### src/rtl/winograd_pkg.sv
// Shared definitions for the F(2x2,3x3) Winograd datapath: tile geometry,
// pixel type and the single flattened-tile layout used by feeder and PE.
package winograd_pkg;

    localparam int TILE_EDGE          = 4;
    localparam int TILE_ELEMS         = 16;
    localparam int DEFAULT_DATA_WIDTH = 8;
    localparam int DEFAULT_CHANNELS   = 3;
    localparam int PIX_W              = DEFAULT_DATA_WIDTH * DEFAULT_CHANNELS;

    typedef logic [PIX_W-1:0] pixel_t;

    typedef enum logic {
        S_FILL = 1'b0,
        S_RUN  = 1'b1
    } fill_state_t;

    // Element (i,j) of channel k sits at this element index in a flattened tile.
    function automatic int tile_offset(input int i, input int j, input int k);
        return (TILE_EDGE * i + j) + TILE_ELEMS * k;
    endfunction

endpackage

### src/rtl/line_buffer_ram.sv
// Three-bank row store for the tile buffer: one write port, three read ports.
// Reads are combinational, so a same-cycle write is seen only after the edge.
module line_buffer_ram
    import winograd_pkg::*;
#(
    parameter int DEPTH = 32,
    parameter int WIDTH = PIX_W,
    localparam int AW = $clog2(DEPTH)
) (
    input  logic             clk,
    input  logic             we,
    input  logic [1:0]       wr_bank,
    input  logic [AW-1:0]    addr,
    input  logic [WIDTH-1:0] wdata,
    output logic [WIDTH-1:0] rdata [3]
);

    for (genvar b = 0; b < 3; b++) begin : g_bank
        logic [WIDTH-1:0] mem [DEPTH];

        // NOTE: storage is deliberately not reset; every row is written before it is read.
        always_ff @(posedge clk) begin
            if (we && wr_bank == 2'(b)) begin
                mem[addr] <= wdata;
            end
        end

        assign rdata[b] = mem[addr];
    end

endmodule

### src/rtl/winograd_tile_buffer.sv
// Raster pixel stream in, overlapping stride-2 4x4xCHANNELS tiles out,
// flattened in the Winograd PE input layout.
module winograd_tile_buffer
    import winograd_pkg::*;
#(
    parameter int INPUT_TILE_SIZE  = TILE_EDGE,
    parameter int INPUT_DATA_WIDTH = DEFAULT_DATA_WIDTH,
    parameter int CHANNELS         = DEFAULT_CHANNELS,
    parameter int IMG_WIDTH        = 32,
    parameter int IMG_HEIGHT       = 32,
    localparam int PW  = INPUT_DATA_WIDTH * CHANNELS,
    localparam int TRW = $clog2(IMG_HEIGHT / 2),
    localparam int TCW = $clog2(IMG_WIDTH / 2)
) (
    input  logic                     clk,
    input  logic                     reset,
    input  logic [PW-1:0]            in_pixel,
    input  logic                     in_valid,
    output logic                     in_ready,
    output logic [TILE_ELEMS*PW-1:0] out_tile,
    output logic                     out_valid,
    input  logic                     out_ready,
    output logic [TRW-1:0]           tile_row,
    output logic [TCW-1:0]           tile_col,
    output logic                     frame_done
);

    localparam int CW = $clog2(IMG_WIDTH);
    localparam int RW = $clog2(IMG_HEIGHT);
    localparam logic [CW-1:0] COL_LAST = CW'(IMG_WIDTH - 1);
    localparam logic [RW-1:0] ROW_LAST = RW'(IMG_HEIGHT - 1);

    if (INPUT_TILE_SIZE != 4 || IMG_WIDTH < 4 || IMG_HEIGHT < 4 ||
        (IMG_WIDTH % 2) != 0 || (IMG_HEIGHT % 2) != 0) begin : g_param_check
        $error("winograd_tile_buffer: tile edge must be 4, image dims even and >= 4");
    end

    fill_state_t   state;
    logic [CW-1:0] col;
    logic [RW-1:0] row;
    logic [1:0]    slot;
    logic          accept, emit, col_last, row_last;
    logic [RW-1:0] row_m3;
    logic [CW-1:0] col_m3;
    logic [PW-1:0] rd_bank [3];
    logic [PW-1:0] rd_m3, rd_m2, rd_m1;
    logic [PW-1:0] win      [4][4];
    logic [PW-1:0] win_next [4][4];
    logic [TILE_ELEMS*PW-1:0] tile_next;

    assign in_ready = !out_valid || out_ready;
    assign accept   = in_valid && in_ready;
    assign col_last = (col == COL_LAST);
    assign row_last = (row == ROW_LAST);
    assign emit     = accept && (state == S_RUN) && row[0] && col[0] && (col >= CW'(3));
    assign row_m3   = row - RW'(3);
    assign col_m3   = col - CW'(3);

    line_buffer_ram #(
        .DEPTH (IMG_WIDTH),
        .WIDTH (PW)
    ) u_line_buffer (
        .clk     (clk),
        .we      (accept),
        .wr_bank (slot),
        .addr    (col),
        .wdata   (in_pixel),
        .rdata   (rd_bank)
    );

    // slot holds row mod 3: it is also where row-3 lives until overwritten this beat.
    // NOTE: every always_comb output gets a default first so no latch is inferred.
    always_comb begin
        rd_m3 = rd_bank[0];
        rd_m2 = rd_bank[1];
        rd_m1 = rd_bank[2];
        case (slot)
            2'd1: begin rd_m3 = rd_bank[1]; rd_m2 = rd_bank[2]; rd_m1 = rd_bank[0]; end
            2'd2: begin rd_m3 = rd_bank[2]; rd_m2 = rd_bank[0]; rd_m1 = rd_bank[1]; end
            default: ;
        endcase
    end

    always_comb begin
        for (int r = 0; r < 4; r++) begin
            for (int c = 0; c < 3; c++) begin
                win_next[r][c] = win[r][c+1];
            end
        end
        win_next[0][3] = rd_m3;
        win_next[1][3] = rd_m2;
        win_next[2][3] = rd_m1;
        win_next[3][3] = in_pixel;
    end

    always_comb begin
        tile_next = '0;
        for (int i = 0; i < 4; i++) begin
            for (int j = 0; j < 4; j++) begin
                for (int k = 0; k < CHANNELS; k++) begin
                    tile_next[tile_offset(i, j, k)*INPUT_DATA_WIDTH +: INPUT_DATA_WIDTH] =
                        win_next[i][j][k*INPUT_DATA_WIDTH +: INPUT_DATA_WIDTH];
                end
            end
        end
    end

    // NOTE: sequential state uses non-blocking assignments only, so every read sees pre-edge values.
    always_ff @(posedge clk) begin
        if (reset) begin
            state      <= S_FILL;
            col        <= '0;
            row        <= '0;
            slot       <= '0;
            out_valid  <= 1'b0;
            out_tile   <= '0;
            tile_row   <= '0;
            tile_col   <= '0;
            frame_done <= 1'b0;
            for (int r = 0; r < 4; r++) begin
                for (int c = 0; c < 4; c++) begin
                    win[r][c] <= '0;
                end
            end
        end else begin
            frame_done <= 1'b0;

            if (accept) begin
                for (int r = 0; r < 4; r++) begin
                    for (int c = 0; c < 4; c++) begin
                        win[r][c] <= win_next[r][c];
                    end
                end

                if (col_last) begin
                    col <= '0;
                    if (row_last) begin
                        row        <= '0;
                        slot       <= '0;
                        frame_done <= 1'b1;
                    end else begin
                        row  <= row + RW'(1);
                        slot <= (slot == 2'd2) ? 2'd0 : slot + 2'd1;
                    end
                end else begin
                    col <= col + CW'(1);
                end

                case (state)
                    S_FILL: if (col_last && row == RW'(2)) state <= S_RUN;
                    S_RUN:  if (col_last && row_last)      state <= S_FILL;
                    default: state <= S_FILL;
                endcase
            end

            // A freshly completed tile wins over retiring the held one.
            if (emit) begin
                out_valid <= 1'b1;
                out_tile  <= tile_next;
                tile_row  <= TRW'(row_m3 >> 1);
                tile_col  <= TCW'(col_m3 >> 1);
            end else if (out_ready) begin
                out_valid <= 1'b0;
            end
        end
    end

endmodule

### config.mk
export PLATFORM = sky130hd
export DESIGN_NAME = winograd_tile_buffer
export DESIGN_NICKNAME = d
export VERILOG_FILES = /design/src/rtl/winograd_pkg.sv /design/src/rtl/line_buffer_ram.sv /design/src/rtl/winograd_tile_buffer.sv
export SDC_FILE = /design/constraint.sdc
export NUM_CORES = 2
export LEC_CHECK = 0
export CORE_MARGIN = 2
export CORE_UTILIZATION = 61
export CTS_BUF_LIST = sky130_fd_sc_hd__clkbuf_8
export CTS_CLUSTER_SIZE = 8
export DETAILED_ROUTE_END_ITERATION = 6
export GPL_ROUTABILITY_DRIVEN = 0
export PLACE_DENSITY = 0.81
export SETUP_SLACK_MARGIN = 0.2
export SKIP_CTS_REPAIR_TIMING = 1
export SYNTH_ARGS = -nofsm -noshare
export SYNTH_HDL_FRONTEND = slang
export SYNTH_SLANG_ARGS = --single-unit
### constraint.sdc
create_clock -name clk -period 10.3 [get_ports clk]
set_input_delay 1.545 -clock clk [delete_from_list [all_inputs] [get_ports clk]]
set_output_delay 1.545 -clock clk [all_outputs]
set_load 0.01 [all_outputs]
==> Yosys cells after proc, flatten, opt, wreduce, memory -nomap -nowiden <==
Memory sizes are Yosys's and may differ from the RTL's. A register that Yosys moved wholly into a read port is not among the register bits.
Cells that the tools add are included.
{ "word_totals": {"reg_bits": 407, "ramBits": 2688, "wordCells": 105, "memories": 4} }
{ "mem_list": {"columns": ["name", "depth", "word_bits", "rd", "rd_ports_with_merged_regs", "write_ports", "line_no", "text"], "rows": [
  ["u_line_buffer.g_bank[0].mem", 32, 24, 1, 1, 1, "line_buffer_ram.sv:19", "logic [WIDTH-1:0] mem [DEPTH];"],
  ["u_line_buffer.g_bank[1].mem", 32, 24, 1, 1, 1, "line_buffer_ram.sv:19", null],
  ["u_line_buffer.g_bank[2].mem", 32, 24, 1, 1, 1, "line_buffer_ram.sv:19", null],
  ["win", 4, 96, 4, 0, 4, "winograd_tile_buffer.sv:47", "logic [PW-1:0] win [4][4];"]
]} }
{ "classes": {"n_addsub": 5, "magnitude_cmp": 1, "eq_ne": 5, "mux": 46, "n_bitwise": 19, "n_reduce_logical": 16} }
{ "ops": {"columns": ["cell", "count"], "rows": [
  ["two-way mux 24 bit", 16],
  ["one-hot mux 24 bit (2 select lines)", 3],
  ["two-way mux 5 bit", 8],
  ["two-way mux 1 bit", 16],
  ["bitwise OR 1 bit", 16],
  ["adder 5 x 1 -> 5 bit (second input constant)", 2],
  ["== test 5 bit (second input constant)", 2],
  ["logical AND 1 bit", 10],
  ["subtractor 5 x 2 -> 5 bit (second input constant)", 2],
  ["== test 5 x 2 -> 1 bit (second input constant)", 1],
  [">= comparator 5 x 2 -> 1 bit (second input constant)", 1],
  ["two-way mux 2 bit", 2],
  ["inverter 1 bit", 3],
  ["OR reduction 3 bit", 1],
  ["adder 2 x 1 -> 2 bit (second input constant)", 1],
  ["== test 2 x 1 -> 1 bit (second input constant)", 1],
  ["== test 2 bit (second input constant)", 1],
  ["zero test 2 bit", 1],
  ["one-hot mux 1 bit (2 select lines)", 1],
  ["AND reduction 2 bit", 1],
  ["nonzero test 2 bit", 1],
  ["zero test 1 bit", 1],
  ["logical OR 1 bit", 1]
]} }

==> Depth between registers and ports, before layout <==
{ "depth": {"word_depth": 8, "depth_mapped": 13, "depth_no_buf": 8} }

==> Hierarchy <==
A second synthesis with hierarchy kept.
{ "unflattened": {"hier_cells": 7428, "hier_area_um2": 115613.4} }
{ "by_module_without_submodules": {"columns": ["module", "instances", "cells_each", "area_per_inst_um2", "seq_area_each_um2"], "rows": [
  ["line_buffer_ram", 1, 4685, 87769.2, 69186.4],
  ["winograd_tile_buffer", 1, 2743, 27844.2, 16796.1]
]} }

==> Worst setup path after synthesis <==
Ideal clock, no wire load.
{ "synth_timing": {"path_kind": "input -> register", "from": "input port reset", "to": "memory win[0][0] (netlist bit) (enable)", "setup_ns": 0.702, "t_arrival_ns": 8.905, "required_ns": 9.598, "setup_slack_ns": 0.694, "cell_stages": 3, "n_path_buf": 2, "path_cell_list": "clkbuf_1 -> clkbuf_1 -> nand2b_1"} }
{ "synth_lines": {"columns": ["item", "line_no", "text"], "rows": [
  ["from (decl)", "winograd_tile_buffer.sv:16", "input logic reset,"],
  ["to (decl)", "winograd_tile_buffer.sv:47", null]
]} }

==> flow_summary.ini <==
[flow_run]
drv_cap = 0

[synth]
syn_area_sq_um = 114000
ys.flop_type = edfxtp_1
synth_mux_area_share_pct = 11.9
seq_area_frac_synth_pct = 75.6
synth_nets = 6547
synth_top_family_by_area = multiplexers
synthSimpleGateAreaFrac_pct = 5.67
synthArstFlopShare_pct = 0
ys_ff_latch = 3004
synthCells = 6506
synth_edf_count = 2592
ys_types = 70
synth_compound_area_share_pct = 4.67
synth_xor_xnor_area_share_pct = 0.0462
yosysWarnings = 0
synth_fa_ha_area_share_pct = 0.143
syn_avg_cell_area_sq_um = 17.5

[drt]
vias = 66100
routed_wl_um = 312000
routed_via_density = 6.63
dr.pass1.iters = 7
drt-initial-drc-count = 10800
wire_per_inst_um = 31.3
route.detailed.drc = 18
postRouteAntennaNets = 0

[global_routing]
grt_pass1_vias = 64500
antenna_found_initial = 14
grt-ovfl-total = 0
grt_pass1_wl_um = 444000
grt_max_degree = 228
grt_usage_pct = 32.5

[power_and_ir_drop]
pwr-share-clk_pct = 37.6
swShare_pct = 22.2
p_seq_share_pct = 57.9
power_switching_uw = 5120
p_int_uw = 18000
pwr-share-comb_pct = 4.5
irDropWorstVdd_v = 0.000140
power.density_nw_per_um2 = 179
p_leak_uw = 0.0414

[clock_network]
tritoncts = yes
cts_buffer_depth = 4
cts-root-buf = clkbuf_8
cts_buffers = 464
clkTransAtPathRegs_ns = 0.06
clock_latency_ns = 1.14
cts.sinks = 3004
ctsHtreeMaxLevel = 5

[timing]
slew_violations = 0
fin_setup_tns_ns = 0
rsz0062_at_grt = no
fin_crit_sh_pct = 51.1
setup_viol_count_final = 0
maxSlewHeadroom_pct = 5.96
finalHoldViolations = 0
fin_worst_skew_ns = 0.112
fmax_ghz = 0.190
worst_pin_slew_ns = 1.40
whs_ns = 0.441
period_minus_slack_ns = 5.26

[critical_path]
worstSetupPathType = flip-flop to flip-flop
cp-end-kind = flip-flop
arrival_ns = 5.94
reg2reg_depth = 7
regToRegSetupSlack_ns = 5.04
cp.required_ns = 10.98
crit_fanout = 119
worstReg2RegEnd = win[0][15]$_SDFFCE_PN0P_
start_kind = flip-flop

[min_path]
hp-class = flip-flop to flip-flop
worstHoldStart = win[1][54]$_SDFFCE_PN0P_
hold_depth = 2
min_delay_worst_endpoint = out_tile[38]$_SDFFE_PP0P_

[placed_design]
place_inst = 9206
io_buffers = 422
hpwlAfterDp_um = 187000
placed_cell_area_sq_um = 121000

[status]
status = finished, violations left
violations = design-rule violations

[layout]
drive_above_1_share_pct = 18.9
finalNetCount = 7233
instances_no_fill = 9966
syn2layout_area_growth_pct = 13.1
final_area_sq_um = 129000

[floorplanning]
start_util_pct = 61.4
core_area_sq_um = 185000
die_x_um = 436
pin_count = 423
fp.dieArea_sq_um = 190000
die-height_um = 436
rows = 158
[Yosys cell counts, types with 56 or more instances]
cell type / number / area, sq um
o22ai_1: 173 / 1080
and2_1: 231 / 1450
buf_2: 120 / 601
mux2_2: 64 / 721
o21ai_0: 56 / 280
mux2i_1: 211 / 2110
dfxtp_1: 412 / 8250
nand2_1: 814 / 3060
mux4_2: 474 / 10700
a22oi_1: 60 / 450
clkbuf_1: 189 / 709
nor2_1: 245 / 920
edfxtp_1: 2592 / 77800
a21oi_1: 354 / 1770
[registers in the layout, summed over array words and instances, names as in the netlist, 2 cells and up, named ones only]
| register | count |
|---|---|
| u_line_buffer.g_bank.mem | 2304 |
| out_tile | 384 |
| win | 288 |
| col | 5 |
| row | 5 |
| tile_col | 4 |
| tile_row | 4 |
| slot | 2 |
[layer usage]
layer / global-route usage (%) / routed length (um) / part of all wire, %
met5: 0.403 / 157 / 0.050
met4: 18.7 / 20700 / 6.6
met1: 42.5 / 106000 / 34
met3: 10.4 / 44700 / 14
met2: 48.4 / 140000 / 45
[worst max path at each step]
stage / slack [ns] / cells past startpoint / to
final: 5.04 / 7 / win[0][15]$_SDFFCE_PN0P_
after global routing: 5.08 / 9 / out_tile[319]$_SDFFE_PP0P_
after CTS: 5.31 / 7 / out_tile[24]$_SDFFE_PP0P_
after detailed placement: 4.50 / 9 / out_tile[344]$_SDFFE_PP0P_
after global placement: 4.65 / 9 / out_tile[344]$_SDFFE_PP0P_
after floorplan: 0.69 / 3 / win[0][0]$_SDFFCE_PN0P_
[power groups by stage]
stage | Sequential, uW | Combinational, uW | Clock [uW]
after floorplan | 13600 | 614 | 0
after global placement | 13600 | 985 | 0
after detailed placement | 13600 | 1010 | 0
after CTS | 13400 | 1010 | 8730
after global routing | 13400 | 1080 | 9250
final | 13400 | 1030 | 8690
[metrics by stage]
stage               setup WS, ns  util [%]  power [uW]
floorplan                  0.694         -       14200
global placement            4.65      65.2       14600
detailed placement          4.50      65.2       14600
CTS                         5.31      69.4       23100
global route                5.08      69.4       23700
finish                      5.04      69.4       23100
[worst max-delay path, stage by stage (launching register included)]
cell       delay (ns)
dfxtp_4          0.73
buf_12           0.53
buf_12           0.54
mux4_2           0.61
mux2i_1          0.22
a2111oi_0        0.19
nor4_1           1.17
nor3_1           0.34
[cell usage in the layout, fill, tap and decap left out, types with 8 or more instances in the layout]
master           synthesis  routed
a22o_1                  21      21
buf_12                   1       9
a22oi_1                 60      60
mux4_2                 474     474
clkinvlp_4               0       8
buf_4                   43     219
dfxtp_1                412     408
clkinv_2                 0       9
o22ai_1                173     173
o221ai_1                26      26
o21ai_1                 12      12
mux2_2                  64      64
nor2_2                   1      87
edfxtp_1              2592    2592
and2_1                 231     231
a211oi_1                28      28
a32oi_1                 20      20
o21ai_0                 56      56
a222oi_1                14      14
mux2i_1                211     211
inv_1                    8     216
nand2b_1                14      11
clkbuf_8                 0     485
ha_1                    13      13
nor2b_1                 18      15
nand2_1                814     813
clkinv_1                 1      38
nand4_1                  8       8
nor4_1                  17      16
nor3_2                   0      12
o31ai_1                  9       9
nor3_1                  48      36
a21oi_1                354     353
nand3_1                 42      41
a221oi_1                33      33
nor2_1                 245     156
clkdlybuf4s50_1          0     397
[cell families (layout without fill, tap and decap cells)]
kind of cell / Yosys count / after routing
compound gates: 846 / 846
xor+xnor: 6 / 6
fa+ha+maj: 13 / 13
buf+inv: 420 / 1395
flops: 3004 / 3004
mux: 749 / 749
other cells: 0 / 5
simple gates: 1468 / 1468
[layout make-up]
type | instances | area [sq um]
inverters | 10 | 37.5
flip-flops and latches | 3004 | 86100
multi-input cells | 3082 | 25800
fillers | 11100 | 56700
diodes | 5 | 12.5
repair buffers | 630 | 5830
well taps | 2480 | 3100
clock buffers | 485 | 6680
clock inverters | 270 | 1130
Power figures use the tool's default switching activity.
